## src/rtl/reg_file_wb_ctrl_pkg.sv

```systemverilog
// Shared definitions for the register-file writeback controller.
// Holds the default geometry, the requester-count ceiling and the register index type.
package reg_file_wb_ctrl_pkg;

   localparam int unsigned WIDTH_DEF       = 32;
   localparam int unsigned NUMREGS_DEF     = 32;
   localparam int unsigned LOG2NUMREGS_DEF = 5;
   localparam int unsigned NREQ_DEF        = 3;
   localparam int unsigned NREQ_MAX        = 8;

   typedef logic [LOG2NUMREGS_DEF-1:0] reg_idx_t;

endpackage

```

## src/rtl/reg_file_wb_ctrl_rr_arbiter.sv

```systemverilog
// Round-robin arbiter with a registered priority pointer.
// Ports:
//   clk, resetn : clock, synchronous active-low reset
//   req         : per-requester request vector
//   advance     : a grant was taken this cycle; move the pointer past the winner
//   gnt         : one-hot grant (all zero when nothing is requested)
module rr_arbiter #(
   parameter int unsigned NREQ = 3
) (
   input  logic            clk,
   input  logic            resetn,
   input  logic [NREQ-1:0] req,
   input  logic            advance,
   output logic [NREQ-1:0] gnt
);

   localparam int unsigned PTR_W = (NREQ > 1) ? $clog2(NREQ) : 1;

   logic [PTR_W-1:0] ptr;
   logic [PTR_W-1:0] gnt_idx;
   logic             found;

   // Scan offsets 0..NREQ-1 from ptr; the first valid requester wins.
   always_comb begin
      gnt     = '0;
      gnt_idx = '0;
      found   = 1'b0;
      for (int unsigned k = 0; k < NREQ; k++) begin
         for (int unsigned i = 0; i < NREQ; i++) begin
            if (!found && req[i] && (i == ((32'(ptr) + k) % NREQ))) begin
               gnt[i]  = 1'b1;
               gnt_idx = PTR_W'(i);
               found   = 1'b1;
            end
         end
      end
   end

   // Pointer moves to the slot after the winner, wrapping at NREQ.
   always_ff @(posedge clk) begin
      if (!resetn) begin
         ptr <= '0;
      end else if (advance) begin
         ptr <= (gnt_idx == PTR_W'(NREQ - 1)) ? '0 : gnt_idx + PTR_W'(1);
      end
   end

endmodule

```

## src/rtl/reg_file_wb_ctrl.sv

```systemverilog
// Write-port scheduler and read-coherency controller for a 2R/1W register file.
// Ports:
//   clk, resetn            : clock, synchronous active-low reset
//   req_valid/ready        : per-requester valid/ready writeback handshake
//   req_reg, req_data      : packed per-requester destination index and data
//   c_reg/writedatain/we   : registered register-file write port
//   a_reg/a_en, b_reg/b_en : read port indices and enables (shared with the RAM)
//   ram_a_q, ram_b_q       : raw RAM read data
//   a_data, b_data         : read data with in-flight writes bypassed in
module reg_file_wb_ctrl
   import reg_file_wb_ctrl_pkg::*;
#(
   parameter int unsigned WIDTH       = WIDTH_DEF,
   parameter int unsigned NUMREGS     = NUMREGS_DEF,
   parameter int unsigned LOG2NUMREGS = LOG2NUMREGS_DEF,
   parameter int unsigned NREQ        = NREQ_DEF
) (
   input  logic                        clk,
   input  logic                        resetn,
   input  logic [NREQ-1:0]             req_valid,
   output logic [NREQ-1:0]             req_ready,
   input  logic [NREQ*LOG2NUMREGS-1:0] req_reg,
   input  logic [NREQ*WIDTH-1:0]       req_data,
   output logic [LOG2NUMREGS-1:0]      c_reg,
   output logic [WIDTH-1:0]            c_writedatain,
   output logic                        c_we,
   input  logic [LOG2NUMREGS-1:0]      a_reg,
   input  logic                        a_en,
   input  logic [LOG2NUMREGS-1:0]      b_reg,
   input  logic                        b_en,
   input  logic [WIDTH-1:0]            ram_a_q,
   input  logic [WIDTH-1:0]            ram_b_q,
   output logic [WIDTH-1:0]            a_data,
   output logic [WIDTH-1:0]            b_data
);

   logic [NREQ-1:0]        gnt;
   logic                   xfer;
   logic [LOG2NUMREGS-1:0] sel_reg;
   logic [WIDTH-1:0]       sel_data;

   logic                   a_byp, b_byp;
   logic [WIDTH-1:0]       a_byp_data, b_byp_data;
   logic [LOG2NUMREGS-1:0] a_addr_q, b_addr_q;

   rr_arbiter #(.NREQ(NREQ)) u_arb (
      .clk     (clk),
      .resetn  (resetn),
      .req     (req_valid),
      .advance (xfer),
      .gnt     (gnt)
   );

   // No grants are offered while reset is asserted.
   assign req_ready = resetn ? gnt : '0;
   assign xfer      = |(req_valid & req_ready);

   // One-hot grant selects the winning requester's index and data.
   always_comb begin
      sel_reg  = '0;
      sel_data = '0;
      for (int unsigned i = 0; i < NREQ; i++) begin
         if (req_ready[i]) begin
            sel_reg  = sel_reg  | req_reg[i*LOG2NUMREGS +: LOG2NUMREGS];
            sel_data = sel_data | req_data[i*WIDTH +: WIDTH];
         end
      end
   end

   // Write stage: register 0 (and any index past the file) is accepted but not written.
   always_ff @(posedge clk) begin
      if (!resetn) begin
         c_we          <= 1'b0;
         c_reg         <= '0;
         c_writedatain <= '0;
      end else if (xfer) begin
         c_we          <= (sel_reg != '0) && (32'(sel_reg) < NUMREGS);
         c_reg         <= sel_reg;
         c_writedatain <= sel_data;
      end else begin
         c_we          <= 1'b0;
      end
   end

   // Port a bypass: catch a write landing with the read, or later while the port is held.
   always_ff @(posedge clk) begin
      if (!resetn) begin
         a_byp      <= 1'b0;
         a_byp_data <= '0;
         a_addr_q   <= '0;
      end else if (a_en) begin
         a_addr_q   <= a_reg;
         a_byp      <= c_we && (c_reg == a_reg) && (a_reg != '0);
         a_byp_data <= c_writedatain;
      end else if (c_we && (c_reg == a_addr_q) && (a_addr_q != '0)) begin
         a_byp      <= 1'b1;
         a_byp_data <= c_writedatain;
      end
   end

   // Port b bypass, same behaviour as port a.
   always_ff @(posedge clk) begin
      if (!resetn) begin
         b_byp      <= 1'b0;
         b_byp_data <= '0;
         b_addr_q   <= '0;
      end else if (b_en) begin
         b_addr_q   <= b_reg;
         b_byp      <= c_we && (c_reg == b_reg) && (b_reg != '0);
         b_byp_data <= c_writedatain;
      end else if (c_we && (c_reg == b_addr_q) && (b_addr_q != '0)) begin
         b_byp      <= 1'b1;
         b_byp_data <= c_writedatain;
      end
   end

   assign a_data = a_byp ? a_byp_data : ram_a_q;
   assign b_data = b_byp ? b_byp_data : ram_b_q;

endmodule

```

## config.mk

```make
export PLATFORM = sky130hd
export DESIGN_NAME = reg_file_wb_ctrl
export DESIGN_NICKNAME = d
export VERILOG_FILES = /design/src/rtl/reg_file_wb_ctrl_pkg.sv /design/src/rtl/reg_file_wb_ctrl_rr_arbiter.sv /design/src/rtl/reg_file_wb_ctrl.sv
export SDC_FILE = /design/constraint.sdc
export NUM_CORES = 1
export LEC_CHECK = 0
export ABC_AREA = 1
export BUFFER_PORTS_ARGS = -buffer_cell sky130_fd_sc_hd__clkbuf_2
export CORE_MARGIN = 4
export CORE_UTILIZATION = 40
export CTS_CLUSTER_DIAMETER = 120
export DETAILED_ROUTE_END_ITERATION = 8
export PLACE_DENSITY = 0.72
export SKIP_LAST_GASP = 1
export SLEW_MARGIN = 10
export SYNTH_ARGS = -nofsm -noshare
export SYNTH_HDL_FRONTEND = slang
export SYNTH_SLANG_ARGS = --single-unit
```

## constraint.sdc

```tcl
create_clock -name clk -period 4.22 [get_ports clk]
set_input_delay 0.422 -clock clk [delete_from_list [all_inputs] [get_ports clk]]
set_output_delay 0.422 -clock clk [all_outputs]
set_load 0.02 [all_outputs]
```

==> results of run 1 <==
[worst max-delay path: cells and delay by family (launching register included)]
family,cells,cell delay (ns)
AO/OA/AOI/OAI,1,0.06
AND/OR/NAND/NOR,6,1.15
adder cells (fa/ha/maj),1,0.33
flip-flops,1,0.33
buffers and inverters,4,0.48
[path summary, 6_finish.rpt]
check | from | end | slack (ns) | cells after the start
max reg2reg | u_arb.ptr[0]$_SDFFE_PN0P_ | c_writedatain[15]$_SDFFE_PN0P_ | 1.42 | 13
min | a_en | a_addr_q[2]$_SDFFE_PN0P_ | 0.28 | 2
min reg2reg | b_byp_data[15]$_SDFFE_PN0P_ | b_byp_data[15]$_SDFFE_PN0P_ | 0.48 | 2
max | u_arb.ptr[0]$_SDFFE_PN0P_ | req_ready[2] | 0.99 | 12
[metrics by stage]
| stage | power, µW | std cells | util | instance area, µm² |
|---|---|---|---|---|
| after detailed placement | 3110 | 1434 | 0.506 | 7750 |
| after global routing | 4930 | 1467 | 0.549 | 8400 |
| final | 4640 | 1467 | 0.549 | 8400 |
| after floorplan | 2590 | 991 | - | 6280 |
| after global placement | 3080 | 1434 | 0.506 | 7750 |
| after CTS | 4670 | 1466 | 0.549 | 8400 |
[area by class of cell]
class / count / area share
diodes: 1 / 0.000298
clock buffers: 23 / 0.0593
clock inverters: 9 / 0.0176
inverters: 102 / 0.0456
multi-input cells: 701 / 0.386
flip-flops and latches: 116 / 0.277
well taps: 211 / 0.0314
repair buffers: 304 / 0.184
[cell families after synthesis]
logic type,count (synthesis),share of synthesized area
AO/OA/AOI/OAI,204,0.170
XOR/XNOR,6,0.00837
adder cells (fa/ha/maj),2,0.00399
buffers and inverters,174,0.114
flip-flops,116,0.370
AND/OR/NAND/NOR,489,0.334
[metal layers]
metal | vias to the layer above | GRT usage | share of wire
met5 | - | 0 | 0
met4 | 0 | 0.0920 | 0.026
met3 | 40 | 0.0540 | 0.081
met2 | 316 | 0.365 | 0.45
met1 | 3179 | 0.306 | 0.44
li1 | 3740 | - | -
[cell usage after synthesis, types with 2 or more instances]
cell type and number:
nand2_2 4, nand2_1 175, a31oi_1 2, o21ai_1 2, ha_1 2, buf_6 3, inv_2 6, nor4_1 2
o21ai_0 47, nand3_1 163, a21oi_1 142, dfxtp_1 116, nand4_1 3, o22ai_1 2, buf_1 13, o2111ai_1 2
clkbuf_1 31, nor2_2 3, buf_4 3, buf_2 22, xor2_1 5, inv_1 96, a221oi_1 4, nor2_1 135
[power by group]
part           total [µW]  internal, µW  switching (µW)
registers            1510          1290             223
clock network        1550          1060             489
logic                1580           532            1040
==> run summary, run 1 <==
Worst skew pair latency - 0.42 ns
H-tree levels - 4
Largest regs - a_byp_data (32), b_byp_data (32), c_writedatain (32)
CP Cell Sequence - inv_1, ha_1, nand2_1, nand2_1, inv_2, o21ai_1, nor2_2, nand4_1, nand2_2, nand2_2, inv_2, clkbuf_2
Multi-input gate area - 0.00324 mm²
Post-synth top area share - 0.370
Max-cap violations - 0
CP Data Required Time - 3.80 ns
Final worst-path cycle share - 0.765
Seq/Total Area, Yosys - 0.370
RSZ-0062 raised after global routing - false
Final Hold Fails - 0
Hold_buf cts - 0
Place WS - 1.41 ns
DRC - 0
RD Place Congestion - 0.898
Cts bufs inserted - 17
Register area - 0.00232 mm²
Clock root buffer - clkbuf_16
Final min period - 3.23 ns
Dominant cells by area after synthesis - dfxtp_1, nand3_1, a21oi_1
Count of cell types in the netlist - 32
Min-Delay Path Class - primary input to flip-flop
Nets@finish - 1436
Crit path capture type - output pin
Share of layout cells above drive strength 1 - 0.280
Yosys warns - 0
Total Wirelength - 21600 µm
Ys flop type - dfxtp_1
Asr flop ratio synth - 0
Worst-Margin Slew - 1.16 ns
VDD IR-drop max - 0.000281 V
Vias/cell - 4.96
Cts repair resizes - 0
First-pass GRT wire length - 32900 µm
Die Wd - 133 µm
P&R area growth vs syn - 33.9%
Static Leak - 0.00416 µW
Port bufs - 296
DR pass1 iterations - 5
Clock transition at path regs - 0.05 ns
GRT overflow - 0
Most common cell after layout, fill and taps aside - clkbuf_2
Register bit count reported by yosys - 116
Pin count of the biggest net entering global routing - 71
Post-synth top area cell - dfxtp_1
Fillers - 1587
Run status - finished, final reports clean
Initial antenna violation count - 1
Slowest stage delay, CP - 0.41 ns
Setup violators final - 0
Floorplan row count - 45
Max Clk Rate - 0.310 GHz
GRT Util Overall - 0.231
Core area - 0.0153 mm²
PD cells - 552 mW/mm²
Clock tree sinks - 116
Estimated wirelength of the detail-placed design - 16100 µm
Mapped Nets - 1185
DR WL/cell - 14.7 µm
Chip Height - 133 µm
Hold WS - 0.279 ns
Starting DRT DRC Count - 575
Number of flops mapped to enable cells by yosys - 0
Initial Utilization - 0.410
Slowest-stage cell, CP - nand2_2
Commonest cells after routing, fill and taps aside - clkbuf_2, nand2_1, nand3_1
# Post-CTS Setup Buffers - 0
WS Path Type - flip-flop to output pin
Via count - 7275
I/O pin total - 297
Worst slew margin - 0.223
Largest fanout on the critical path - 28
Vias in the first global route - 6491
Setup total negative slack - 0 ns
Post-route clock skew - 0.00714 ns
Antenna-violating nets left - 0
Worst Slack Setup Final - 0.994 ns
Slew Viols, Final - 0
CTS tree - done
WP data arrival - 2.80 ns
Die ar. - 0.0178 mm²
Bufs on Longest Clock Path - 2
Mean Syn Cell Area - 6.33 µm²
Mapped Area - 0.00628 mm²
Startpoint type of the worst setup path - flip-flop
Gate Count Post-Synth - 991
(Power assumes the default switching activity.)
==> run 2: changes to the inputs <==
Clock period 4.22 ns to 3.3 ns, I/O delays scaled along.
==> run 2 against run 1 <==
First-iteration DRC count down 24%. Via count grew 0.30%. Critical path depth down 2. Critical endpoint is now req_ready[0].
==> run summary, run 2 (synthesized netlist as in run 1, its figures left out) <==
Run status - finished, final reports clean
Floorplan row count - 45
Most common cell after layout, fill and taps aside - clkbuf_2
Slew Viols, Final - 0
First-pass GRT wire length - 32800 µm
Total Wirelength - 21300 µm
RD Place Congestion - 0.909
Worst Hold End - b_addr_q[1]$_SDFFE_PN0P_
Die ar. - 0.0178 mm²
WP data arrival - 2.55 ns
FF-to-FF End - c_writedatain[12]$_SDFFE_PN0P_
Starting DRT DRC Count - 439
I/O pin total - 297
DR WL/cell - 14.5 µm
Chip Height - 133 µm
Final min period - 2.88 ns
Crit path capture type - output pin
Cts bufs inserted - 17
Final worst-path cycle share - 0.872
CTS tree - done
Pin count of the biggest net entering global routing - 71
Largest fanout on the critical path - 23
Post-route clock skew - 0.00631 ns
DR pass1 iterations - 7
P&R area growth vs syn - 32.9%
Buffers and inverters on the worst path - 3
Hold_sp - b_en
R2r startpoint - u_arb.ptr[0]$_SDFFE_PN0P_
Total length of routed met3 wires - 1680 µm
Estimated wirelength of the detail-placed design - 16200 µm
Slowest-stage cell, CP - a21oi_4
Worst slew margin - 0.262
Hold_buf cts - 0
Die Wd - 133 µm
Slowest stage delay, CP - 0.52 ns
Final Hold Fails - 0
Initial antenna violation count - 0
Max-cap violations - 0
Clock root buffer - clkbuf_16
Nets@finish - 1439
Core area - 0.0153 mm²
Worst R2R Setup Slack - 0.81 ns
Worst-Margin Slew - 1.11 ns
Initial Utilization - 0.410
DR WL met2 - 9700 µm
H-tree levels - 4
Crit path max-delay family - compound AO/OA/AOI/OAI gates
Worst skew pair latency - 0.41 ns
CP Cell Sequence - inv_1, ha_1, nand2_1, nand2_1, inv_2, o21ai_1, nor2_2, nand3_1, a21oi_4, clkbuf_2
# diodes - 0
Hold WS - 0.195 ns
GRT overflow - 0
Port bufs - 296
WHS Path Cells - 2
Setup total negative slack - 0 ns
Commonest cells after routing, fill and taps aside - clkbuf_2, nand2_1, nand3_1
Cts repair resizes - 0
Startpoint type of the worst setup path - flip-flop
WS Path Type - flip-flop to output pin
Vias/cell - 4.97
Clock tree sinks - 116
Vias in the first global route - 6677
Reg2Reg Depth - 14
GRT Util Overall - 0.229
Max layer used - met4
Min-Delay Path Class - primary input to flip-flop
# Post-CTS Setup Buffers - 0
CP Data Required Time - 2.97 ns
Static Leak - 0.00414 µW
Max Clk Rate - 0.348 GHz
Setup violators final - 0
Bufs on Longest Clock Path - 2
Crit-path most repeated cell - nand2_1
Share of layout cells above drive strength 1 - 0.279
DRC - 0
VDD IR-drop max - 0.000369 V
RSZ-0062 raised after global routing - false
Met1 WL - 9400 µm
Antenna-violating nets left - 0
Clock transition at path regs - 0.05 ns
Largest regs - a_byp_data (32), b_byp_data (32), c_writedatain (32)
Via count - 7297
PD cells - 682 mW/mm²
-- run 2: final cells by class --
type | instances | area [µm²]
Fill cell | 1550 | 6970
Multi-Input combinational cell | 701 | 3240
Sequential cell | 116 | 2320
Timing Repair Buffer | 307 | 1570
Clock buffer | 26 | 519
Inverter | 102 | 383
Tap cell | 211 | 264
Clock inverter | 4 | 45.0
-- run 2: how the worst max path moves through the flow --
stage                                           to  cells after the start                       from
finish                                req_ready[0]                     10  u_arb.ptr[0]$_SDFFE_PN0P_
detailed placement  c_writedatain[12]$_SDFFE_PN0P_                     14  u_arb.ptr[0]$_SDFFE_PN0P_
floorplan                    c_reg[4]$_SDFFE_PN0P_                     15  u_arb.ptr[0]$_SDFFE_PN0P_
global placement    c_writedatain[20]$_SDFFE_PN0P_                     14  u_arb.ptr[0]$_SDFFE_PN0P_
CTS                                   req_ready[0]                     10  u_arb.ptr[0]$_SDFFE_PN0P_
global route                          req_ready[0]                     10  u_arb.ptr[0]$_SDFFE_PN0P_
-- run 2: routing by layer --
metal,vias to the layer above,track usage
met5,-,0
met4,0,0.0851
met3,41,0.0555
met2,317,0.372
met1,3194,0.296
li1,3745,-
-- run 2: report_power, final --
group          leakage [µW]  internal [µW]  switching [µW]
Combinational       0.00290            691            1320
Clock              0.000282           1140             592
Sequential         0.000953           1650             293
Total               0.00414           3480            2210
-- run 2: per-stage QoR --
| stage | worst slack, ns | power [µW] | cell area, µm² | utilization | std cells |
|---|---|---|---|---|---|
| floorplan | 1.26 | 3310 | 6280 | - | 991 |
| global placement | 0.901 | 3950 | 7780 | 0.508 | 1437 |
| detailed placement | 0.838 | 3980 | 7780 | 0.508 | 1437 |
| CTS | 0.420 | 5720 | 8340 | 0.545 | 1467 |
| global route | 0.223 | 6060 | 8340 | 0.545 | 1467 |
| finish | 0.423 | 5690 | 8340 | 0.545 | 1467 |
==> run 3: changes to the inputs <==
Settings changed: PLACE_DENSITY 0.72 to 0.71, SYNTH_HIERARCHICAL set to 1.
==> run 3 against run 2 <==
Sequential share of layout area decreased by 1.0 points. Fmax decreased by 5.3%. Via count increased by 0.16%. Power decreased by 13%. Setup slack got worse by 0.16 ns. Synthesized cell count increased by 1.8%. First-iteration DRC count decreased by 13%. Sequential cell count unchanged. Clock-buffer cell count decreased by 4. Register-to-register slack got worse by 0.19 ns. Non-clock buffer count decreased by 1.
==> run summary, run 3 <==
Run status - finished, final reports clean
Complex-gate fraction of the synthesized area - 0.201
Post-route clock skew - 0.0107 ns
Yosys warns - 6
Min-Delay Path Class - primary input to flip-flop
Pin count of the biggest net entering global routing - 78
Chip Height - 136 µm
XOR/XNOR Fraction of Synth Area - 0.00133
Final worst-path cycle share - 0.921
Area share of fa/ha/maj cells after synthesis - 0.00381
Clock tree sinks - 116
Clock root buffer - clkbuf_16
GRT overflow - 0
Bufs on Longest Clock Path - 2
# diodes - 0
Setup violators final - 0
Final min period - 3.04 ns
Worst skew pair latency - 0.42 ns
Number of flops mapped to enable cells by yosys - 0
Asr flop ratio synth - 0
Share of layout cells above drive strength 1 - 0.296
Gate Count Post-Synth - 1009
Post-synthesis simple-gate area fraction - 0.323
Via count - 7309
Synth top cells by count - nand2_1, a21oi_1, nor2_1
Core area - 0.0160 mm²
WHS Path Cells - 3
Largest family of logic cells by synthesized area - simple AND/OR/NAND/NOR gates
Nets@finish - 1451
Startpoint type of the worst setup path - flip-flop
First-pass GRT wire length - 33900 µm
H-tree levels - 4
CTS tree - done
CP Data Required Time - 2.97 ns
Most common cell after layout, fill and taps aside - clkbuf_2
Hold_buf cts - 0
Post-synth top area cell - dfxtp_1
Die ar. - 0.0185 mm²
Vias in the first global route - 6692
Crit path capture type - output pin
Register bit count reported by yosys - 116
Setup total negative slack - 0 ns
Cts bufs inserted - 17
Count of cell types in the netlist - 27
Slew Viols, Final - 0
Largest regs - a_byp_data (32), b_byp_data (32), c_writedatain (32)
Die Wd - 136 µm
DR pass1 iterations - 5
Total Wirelength - 22200 µm
Hold_sp - req_data[88]
Ys flop type - dfxtp_1
RD Place Congestion - 0.822
Commonest cells after routing, fill and taps aside - clkbuf_2, nand2_1, a21oi_1
Met1 GRT Util - 0.319
Port bufs - 296
Max Clk Rate - 0.329 GHz
Clock transition at path regs - 0.05 ns
VDD IR-drop max - 0.000362 V
Mean Syn Cell Area - 6.51 µm²
Initial Utilization - 0.410
PD cells - 570 mW/mm²
DR WL/cell - 14.9 µm
Initial antenna violation count - 0
Antenna-violating nets left - 0
GR Layer Usage met3 - 0.0463
Reg2Reg Depth - 16
Fillers - 1613
Mapped Area - 0.00656 mm²
Final Hold Fails - 0
Post-synth top area share - 0.354
R2r startpoint - u_arb/ptr[0]$_SDFFE_PN0P_
Vias/cell - 4.92
P&R area growth vs syn - 32.0%
Max-cap violations - 0
Floorplan row count - 46
Estimated wirelength of the detail-placed design - 16300 µm
I/O pin total - 297
Largest fanout on the critical path - 38
Static Leak - 0.00457 µW
Worst Hold End - c_writedatain[24]$_SDFFE_PN0N_
Seq/Total Area, Yosys - 0.354
RSZ-0062 raised after global routing - false
Multiplexer share of the synthesized area - 0
Worst-Margin Slew - 1.08 ns
DRC - 0
Worst slew margin - 0.281
Starting DRT DRC Count - 384
Mapped Nets - 1203
FF-to-FF End - c_writedatain[9]$_SDFFE_PN0N_
# Post-CTS Setup Buffers - 0
Worst R2R Setup Slack - 0.62 ns
GRT Max-Usage Layer - met2
Cts repair resizes - 0
Total power - 4940 µW
GRT Util Overall - 0.233
M2 GR Usage - 0.368
Dominant cells by area after synthesis - dfxtp_1, nand2_1, a21oi_1
Most common cell in the netlist - nand2_1
WP data arrival - 2.71 ns
WS Path Type - flip-flop to output pin
## run 3: changes by cell type in the layout (fill, tap and decap cells not counted), sizes merged, moves of 3 or more
| cell | before | now |
|---|---|---|
| bufinv | 1 | 4 |
| a22o | 0 | 6 |
| nand2 | 179 | 223 |
| a221oi | 4 | 0 |
| nand4 | 3 | 32 |
| nand3 | 164 | 76 |
| xor2 | 5 | 1 |
| a21oi | 143 | 164 |
| nor2 | 139 | 151 |
| clkbuf | 321 | 317 |
| o21ai | 49 | 31 |
| o211a | 0 | 26 |
## run 3: worst max path at each step
stage / slack [ns] / startpoint / to / cells past startpoint
after floorplan: 0.91 / u_arb/ptr[0]$_SDFFE_PN0P_ / u_arb/ptr[0]$_SDFFE_PN0P_ / 19
after global placement: 0.75 / u_arb/ptr[0]$_SDFFE_PN0P_ / c_writedatain[4]$_SDFFE_PN0N_ / 16
after detailed placement: 0.64 / u_arb/ptr[0]$_SDFFE_PN0P_ / c_writedatain[9]$_SDFFE_PN0N_ / 16
after CTS: 0.26 / u_arb/ptr[0]$_SDFFE_PN0P_ / req_ready[0] / 13
after global routing: 0.04 / u_arb/ptr[0]$_SDFFE_PN0P_ / req_ready[0] / 13
final: 0.26 / u_arb/ptr[0]$_SDFFE_PN0P_ / req_ready[0] / 13
## run 3: through the flow
stage	instances	area [µm²]	setup WS, ns	hold slack, ns	utilization
2_1_floorplan	1009	6560	0.906	0.459	-
3_3_place_gp	1454	8040	0.748	0.478	0.502
3_5_place_dp	1454	8040	0.636	0.482	0.502
4_1_cts	1486	8660	0.257	0.159	0.541
5_1_grt	1486	8660	0.0364	0.188	0.541
6_report	1486	8660	0.262	0.180	0.541
## run 3: critical path, stage by stage (launching register included)
cell and delay, ns:
dfxtp_1 0.36, inv_1 0.06, ha_1 0.36, nand2_2 0.12
nand2_2 0.07, a21oi_4 0.13, nand3_2 0.10, nor2_4 0.11
nand3_1 0.07, o211ai_1 0.08, nand2_1 0.07, inv_1 0.08
buf_4 0.41, clkbuf_2 0.26
## run 3: kinds of logic (layout without fill, tap and decap cells)
logic type,Yosys count,in the layout
DFF,116,116
AOI/OAI and AO/OA,229,229
buffers and inverters,179,440
xor gates and xnor gates,1,1
adders and majority gates,2,2
and+or+nand+nor,482,482
## run 3: metal layers
metal  part of all wire  routed length (µm)
met1               0.46               10100
met2               0.46               10100
met3              0.071                1570
met4              0.017                 383
met5                  0                   0
## run 3: layout make-up
cell class | instances | area (µm²) | area share
flip-flops and latches | 116 | 2320 | 0.268
repair buffers | 306 | 1570 | 0.181
inverters | 102 | 383 | 0.0442
well taps | 216 | 270 | 0.0312
clock inverters | 10 | 153 | 0.0176
multi-input cells | 714 | 3490 | 0.402
clock buffers | 22 | 474 | 0.0547
## run 3: power breakdown
group          switching, µW  total, µW  internal (µW)
logic                    769       1230            462
clock network            648       1960           1320
registers                190       1740           1550
total                   1610       4940           3330
